==> config.mk <==
export PLATFORM = sky130hd
export DESIGN_NAME = spi_slave
export DESIGN_NICKNAME = d
export VERILOG_FILES = /design/src/rtl/spi_slave.sv
export SDC_FILE = /design/constraint.sdc
export NUM_CORES = 1
export LEC_CHECK = 0
export ABC_AREA = 1
export CELL_PAD_IN_SITES_DETAIL_PLACEMENT = 1
export CELL_PAD_IN_SITES_GLOBAL_PLACEMENT = 2
export CORE_MARGIN = 10
export CORE_UTILIZATION = 30
export DETAILED_ROUTE_END_ITERATION = 8
export GPL_TIMING_DRIVEN = 0
export PLACE_DENSITY_LB_ADDON = 0.25
export SLEW_MARGIN = 10
export SYNTH_ARGS = -nofsm -noshare
export SYNTH_HDL_FRONTEND = slang
export SYNTH_SLANG_ARGS = --single-unit
export TNS_END_PERCENT = 10
==> constraint.sdc <==
create_clock -name clk -period 1.66 [get_ports clk]
set_clock_uncertainty 0.1 [all_clocks]
set_input_delay 0.332 -clock clk [delete_from_list [all_inputs] [get_ports clk]]
set_output_delay 0.332 -clock clk [all_outputs]
set_load 0.01 [all_outputs]
==> src/rtl/spi_slave.sv <==
// SPI mode-0 responder, MSB first, fully oversampled by clk.
// One-byte RX holding register and one-byte TX buffer with valid/ready handshakes.
module spi_slave #(
   parameter int             DW   = 8,
   parameter logic [DW-1:0]  FILL = 8'hFF
) (
   input  logic           clk,
   input  logic           reset,
   input  logic           sck,
   input  logic           mosi,
   input  logic           ss_n,
   output logic           miso,
   input  logic [DW-1:0]  tx_data,
   input  logic           tx_wr,
   output logic           tx_ready,
   output logic [DW-1:0]  rx_data,
   output logic           rx_valid,
   input  logic           rx_rd,
   output logic           ovr,
   input  logic           ovr_clr,
   output logic           busy
);

   localparam int CW = (DW > 1) ? $clog2(DW) : 1;
   localparam logic [CW-1:0] CNT_LAST = CW'(DW - 1);

   // [0],[1] are the synchronizer stages, [2] is the delayed copy for edge detection
   logic [2:0]     sck_sync_q, sck_sync_d;
   logic [2:0]     ss_sync_q, ss_sync_d;
   logic [2:0]     mosi_sync_q, mosi_sync_d;

   logic [CW-1:0]  cnt_q, cnt_d;
   logic [DW-1:0]  rx_sh_q, rx_sh_d;
   logic [DW-1:0]  tx_sh_q, tx_sh_d;
   logic [DW-1:0]  tx_buf_q, tx_buf_d;
   logic           tx_ready_q, tx_ready_d;
   logic [DW-1:0]  rx_data_q, rx_data_d;
   logic           rx_valid_q, rx_valid_d;
   logic           ovr_q, ovr_d;

   logic           sck_rise, sck_fall;
   logic           ss_fall, ss_rise;
   logic           frame_act;
   logic           mosi_bit;
   logic [DW-1:0]  tx_next;

   assign sck_rise  =  sck_sync_q[1] & ~sck_sync_q[2];
   assign sck_fall  = ~sck_sync_q[1] &  sck_sync_q[2];
   assign ss_fall   = ~ss_sync_q[1]  &  ss_sync_q[2];
   assign ss_rise   =  ss_sync_q[1]  & ~ss_sync_q[2];
   assign frame_act = ~ss_sync_q[1];
   assign mosi_bit  =  mosi_sync_q[1];

   // byte chosen at every load point: buffered byte if one is pending, else filler
   assign tx_next = tx_ready_q ? FILL : tx_buf_q;

   always_comb begin
      sck_sync_d  = {sck_sync_q[1:0], sck};
      ss_sync_d   = {ss_sync_q[1:0], ss_n};
      mosi_sync_d = {mosi_sync_q[1:0], mosi};

      cnt_d      = cnt_q;
      rx_sh_d    = rx_sh_q;
      tx_sh_d    = tx_sh_q;
      tx_buf_d   = tx_buf_q;
      tx_ready_d = tx_ready_q;
      rx_data_d  = rx_data_q;
      rx_valid_d = rx_valid_q;
      ovr_d      = ovr_q;

      if (rx_rd) begin
         rx_valid_d = 1'b0;
      end
      if (ovr_clr) begin
         ovr_d = 1'b0;
      end

      if (ss_fall) begin
         cnt_d      = '0;
         rx_sh_d    = '0;
         tx_sh_d    = tx_next;
         tx_ready_d = 1'b1;
      end else if (ss_rise) begin
         cnt_d   = '0;
         rx_sh_d = '0;
      end else if (frame_act && sck_rise) begin
         rx_sh_d = {rx_sh_q[DW-2:0], mosi_bit};
         if (cnt_q == CNT_LAST) begin
            cnt_d      = '0;
            rx_data_d  = {rx_sh_q[DW-2:0], mosi_bit};
            rx_valid_d = 1'b1;
            if (rx_valid_q && !rx_rd) begin
               ovr_d = 1'b1;
            end
         end else begin
            cnt_d = cnt_q + 1'b1;
         end
      end else if (frame_act && sck_fall) begin
         if (cnt_q == '0) begin
            tx_sh_d    = tx_next;
            tx_ready_d = 1'b1;
         end else begin
            tx_sh_d = {tx_sh_q[DW-2:0], 1'b0};
         end
      end

      // a write in a load cycle lands after the load has taken the old contents
      if (tx_wr) begin
         tx_buf_d   = tx_data;
         tx_ready_d = 1'b0;
      end
   end

   always_ff @(posedge clk) begin
      if (reset) begin
         sck_sync_q  <= 3'b000;
         ss_sync_q   <= 3'b111;
         mosi_sync_q <= 3'b111;
         cnt_q       <= '0;
         rx_sh_q     <= '0;
         tx_sh_q     <= '0;
         tx_buf_q    <= '0;
         tx_ready_q  <= 1'b1;
         rx_data_q   <= '0;
         rx_valid_q  <= 1'b0;
         ovr_q       <= 1'b0;
      end else begin
         sck_sync_q  <= sck_sync_d;
         ss_sync_q   <= ss_sync_d;
         mosi_sync_q <= mosi_sync_d;
         cnt_q       <= cnt_d;
         rx_sh_q     <= rx_sh_d;
         tx_sh_q     <= tx_sh_d;
         tx_buf_q    <= tx_buf_d;
         tx_ready_q  <= tx_ready_d;
         rx_data_q   <= rx_data_d;
         rx_valid_q  <= rx_valid_d;
         ovr_q       <= ovr_d;
      end
   end

   assign miso     = frame_act ? tx_sh_q[DW-1] : 1'b1;
   assign busy     = frame_act;
   assign tx_ready = tx_ready_q;
   assign rx_data  = rx_data_q;
   assign rx_valid = rx_valid_q;
   assign ovr      = ovr_q;

endmodule

Word level (Yosys, flattened, before mapping)
Index checks and enable logic that the tools add are counted.
W data, S select, Z words.
Operators by class
  reductions and logical operators: 12
  bitwise logic cells: 10
  mux-type cells: 25
  $add $sub $neg: 1
  equal/unequal tests: 5
Operators by type and width (count)
  $mux W8: 6
  $mux W1: 18
  $reduce_and A4 Y1: 2
  $ne A3 B3 Y1 const B: 2
  $not A1 Y1: 6
  $reduce_bool A3 Y1: 2
  $and A1 B1 Y1: 4
  $ne A2 B2 Y1 const B: 2
  $add A3 B1 Y3 const B: 1
  $eq A3 B3 Y1 const B: 1
  $logic_and A1 B1 Y1: 3
  $logic_not A3 Y1: 1
  $mux W3: 1
  $reduce_and A3 Y1: 1
  $reduce_or A3 Y1: 1
  $reduce_bool A2 Y1: 1
  $logic_not A1 Y1: 1
Word-level totals
  flip-flop bits (word level): 45
  bits of input ports: 16
  word-level logic and storage cells: 64
  output and inout port bits: 13

Longest topological paths before layout
  depth after elaboration: 8
  depth in mapped cells: 9
  depth with buffers taken out: 9

Least setup slack after synthesis
OpenSTA, ideal clock, no wires.
  kind: reg-to-reg
  start point: register ss_sync_q[1]
  end point: register tx_sh_q[0]
  slack: 0.149 ns
  data arrival time: 1.299 ns
  stages on the path, launching flop included: 8
  period minus slack after synthesis: 1.511 ns
  required time: 1.447 ns
  buffers on the path: 0
  library setup time: 0.113 ns
  path through: dfxtp_1 inv_2 ha_1 inv_2 nand2_1 o21a_1 nor2_1 nor2_1
Between the ends
  word-level cells in the longest chain between the ends: 4
  elaborated cells between the ends (all ways): 10
  those cells by class: eq/ne: 2; mux: 1; bitwise: 3; reduce/logical: 4
RTL lines
  start: declaration: line 29  | logic [2:0] ss_sync_q, ss_sync_d;
  start signal: assignment: line 129  | ss_sync_q <= ss_sync_d;
  $not A1 Y1 *: line 51  | assign frame_act = ~ss_sync_q[1];
  net busy: line 21  | output logic busy
  $and A1 B1 Y1, or another cell as far along: line 49  | assign ss_fall = ~ss_sync_q[1] & ss_sync_q[2];
  $ne A2 B2 Y1 (no source line) / $reduce_bool A2 Y1 (equally long branches)
  $reduce_and A3 Y1 (no source line)
  end signal: assignment: line 133  | tx_sh_q <= tx_sh_d;
  end: declaration: line 34  | logic [DW-1:0] tx_sh_q, tx_sh_d;
Mark *: on every way through the listed nets, which the timed path passes. The rest lies on a longest branch.
A chain may end at the register's enable or synchronous reset.

Worst setup path in the final report
  start point: register ss_sync_q[1]
  end point: output miso
Between the ends
  word-level cells in the longest chain between the ends: 1
RTL lines
  $mux W1: line 142  | assign miso = frame_act ? tx_sh_q[DW-1] : 1'b1;
  end: declaration: line 12  | output logic miso,
No other way between the ends.

==> results by group <==
Power
  • Comb power frac: 0.079
  • Lkg Pwr: 1.08 nW
  • VDD IR max: 428 uV
  • Clock power frac: 0.430
  • Power Density: 959 nW/um2
  • Reg power frac: 0.491
  • Power, Total: 2.31 mW
  • Switching share of total power: 0.221
  • Cell-internal power: 1.80 mW
  • P_sw: 0.508 mW

Min path
  • Hold Path Class: in -> reg
  • Cell depth of the worst min-delay path: 2
  • Hold path endpoint: sck_sync_q[1]
  • Min-delay src: reset

Outcome
  • Failing checks: negative setup slack
  • Outcome: finished with violations

GRT
  • Number of global-route vias before repair: 1727
  • First-pass GRT wire length: 7810 um
  • GR Util All Layers: 0.0969
  • Largest net degree at the start of global routing: 15
  • Total gr overflow: 0
  • Initial antenna violation count: 0

Yosys
  • Post-Synth Simple-Gate Area: 0.326
  • Syn_area_per_cell: 7.61 um2
  • Mux cell area share after synthesis: 0
  • Count of cell types in the netlist: 24
  • Synth Area in Compound Gates: 0.0943
  • Sequential area share after synthesis: 0.485
  • Yosys reg bits: 45
  • Net Count, Synth: 266
  • Mapped Area: 1860 um2
  • Syn Inst Count: 244
  • Post-synthesis xor/xnor area fraction: 0
  • YS warnings: 0
  • Adder-cell share of the synthesized area: 0.0404
  • Main combinational cell family by area after synthesis: simple AND/OR/NAND/NOR gates

Placement
  • Area after DPL: 2220 um2
  • Port buffer count: 27
  • Post-DP HPWL: 3330 um
  • Placed cell count: 346
  • Gpl congestion: 0.717

Clock tree
  • Clk pin slew, worst setup/hold paths: 80 ps
  • Total CTS buffers: 5
  • # hold bufs at CTS: 0
  • Clock Sinks: 45
  • CTS Root Cell: clkbuf_8
  • Worst skew pair latency: 300 ps
  • TritonCTS clock tree: done
  • Max H-tree Level: 2
  • Longest Clk Path Bufs: 2

Layout
  • Area Overhead vs Synth: 29.4%
  • Layout cells sized above 1: 0.121
  • Final #Nets: 303
  • Design Area, Final: 2400 um2
  • Most common cell after layout, fill and taps aside: nor2_1
  • N_diodes: 0
  • Most frequent cells in the layout: nor2_1 (65), nand2_1 (52), dfxtp_1 (44), clkdlybuf4s50_1 (22), o21ai_0 (17)
  • Final std cells w/o fill: 357

Routing
  • Mean number of vias per cell: 4.58
  • Total iterations of the first detailed-routing run: 4
  • Antenna viol nets, final: 0
  • Initial detailed-routing violation count: 52
  • Final wirelength: 4540 um
  • Routed length per instance: 12.7 um
  • Post-route DRC: 0
  • Detailed-route via count: 1634

Setup path
  • Critical path buffers and inverters: 1
  • Worst-path fanout max: 4
  • Worst Reg-to-Reg Cells: 7
  • Critical path class: reg -> out
  • Worst EP required: 1230 ps
  • Worst Setup End Kind: output port
  • CP delay by family, top: flip-flops
  • Cells along the critical path: or2_2 -> dlygate4sd2_1
  • Worst EP arrival: 1230 ps
  • CP startpoint kind: register
  • Flop-to-flop setup slack: 110 ps
  • Slowest-stage cell, CP: dfxtp_2
  • Worst R2R End: rx_data[4]
  • R2r startpoint: ss_sync_q[1]
  • Max incr delay on CP: 370 ps

Timing
  • Final worst setup slack: -5.09 ps
  • Setup Viol. Count Final: 1
  • Max Clk Rate: 0.601 GHz
  • Slew margin rel.: 0.719
  • Min Hold Slack: 207 ps
  • RSZ-0062 raised after global routing: yes
  • Period utilization: 1.00
  • Final Max Slew Viols: 0
  • TNS Setup: -5.09 ps
  • Worst-margin pin slew: 420 ps
  • Final hold violations: 0
  • Final Critical Period: 1670 ps

Floorplanning
  • Chip width: 98.7 um
  • DIE AREA: 9740 um2
  • IO Count: 29
  • Core Region: 5960 um2
  • Initial Util: 0.312
  • Die boundary height: 98.7 um
  • Row count: 28

Flow run
  • Max Cap Violations: 0
==> state kept, by name (all words and copies together), names as in the netlist <==
signal	count
ovr	1
tx_ready	1
ss_sync_q	3
tx_buf_q	8
mosi_sync_q	2
rx_sh_q	7
rx_data	8
sck_sync_q	3
tx_sh_q	8
rx_valid	1
cnt_q	3
==> stage by stage <==
stage,utilization,setup WS (ps)
after floorplan,-,149
after global placement,0.373,-207
after detailed placement,0.373,-202
after CTS,0.396,-32.9
after global routing,0.404,-54.0
final,0.404,-5.09
==> power by group through the flow <==
stage	Sequential (mW)	Combinational (mW)	Clock [mW]
finish	1.13	0.182	0.991
global placement	1.16	0.180	0
floorplan	1.15	0.108	0
CTS	1.13	0.182	1.02
detailed placement	1.16	0.181	0
global route	1.14	0.212	1.06
==> how the worst max path moves through the flow <==
stage                       to         start  cells after the start  slack, ps
CTS                       miso  ss_sync_q[1]                      2        -30
floorplan           tx_sh_q[0]  ss_sync_q[1]                      7        150
finish                    miso  ss_sync_q[1]                      2         -5
global route              miso  ss_sync_q[1]                      2        -50
detailed placement    cnt_q[0]  ss_sync_q[1]                      5       -200
global placement      cnt_q[0]  ss_sync_q[1]                      5       -210
==> area by class of cell <==
type	instances	area, um2
fill	751	3550
sequential	45	902
multi-input combinational	177	873
buffer	6	40.0
clock buffer	5	68.8
inverter	16	62.6
timing repair buffer	30	298
clock inverter	3	65.1
tap	75	93.8
==> cell families (layout without fill, tap and decap cells) <==
| family | after synthesis | after routing |
|---|---|---|
| AND/OR/NAND/NOR | 140 | 140 |
| flip-flops | 45 | 45 |
| AO/OA/AOI/OAI | 31 | 31 |
| buffers and inverters | 22 | 60 |
| adder cells (fa/ha/maj) | 6 | 6 |
==> cells in the mapped netlist, drive strengths merged <==
master  count  share of area
clkbuf      2         0.0040
ha          6          0.040
o21a        1         0.0040
or2         5          0.017
nand3b      7          0.028
o21ai      17          0.046
clkinv      2         0.0040
nand3       3          0.015
inv        14          0.028
a211oi      2         0.0081
nor2       67           0.14
a31oi       1         0.0034
nand4       1         0.0034
dfxtp      45           0.49
nor3        1         0.0088
a21oi      10          0.033
buf         4          0.018
nand2      56           0.11
==> per-layer routing <==
metal  share of wire  up-vias  global-route usage
met3           0.037        6              0.0321
met5               0        -                   0
li1                -      839                   -
met1            0.46      773               0.113
met4           0.012        0              0.0353
met2            0.49       16               0.162
==> what timing repair did <==
action | in CTS | in global routing
setup endpoints to repair | 28 | 28
gates resized for setup | 5 | 8
pin swaps | 2 | 2
gates cloned | 0 | 0
buffers inserted | 0 | 3
(Power assumes the default switching activity.)
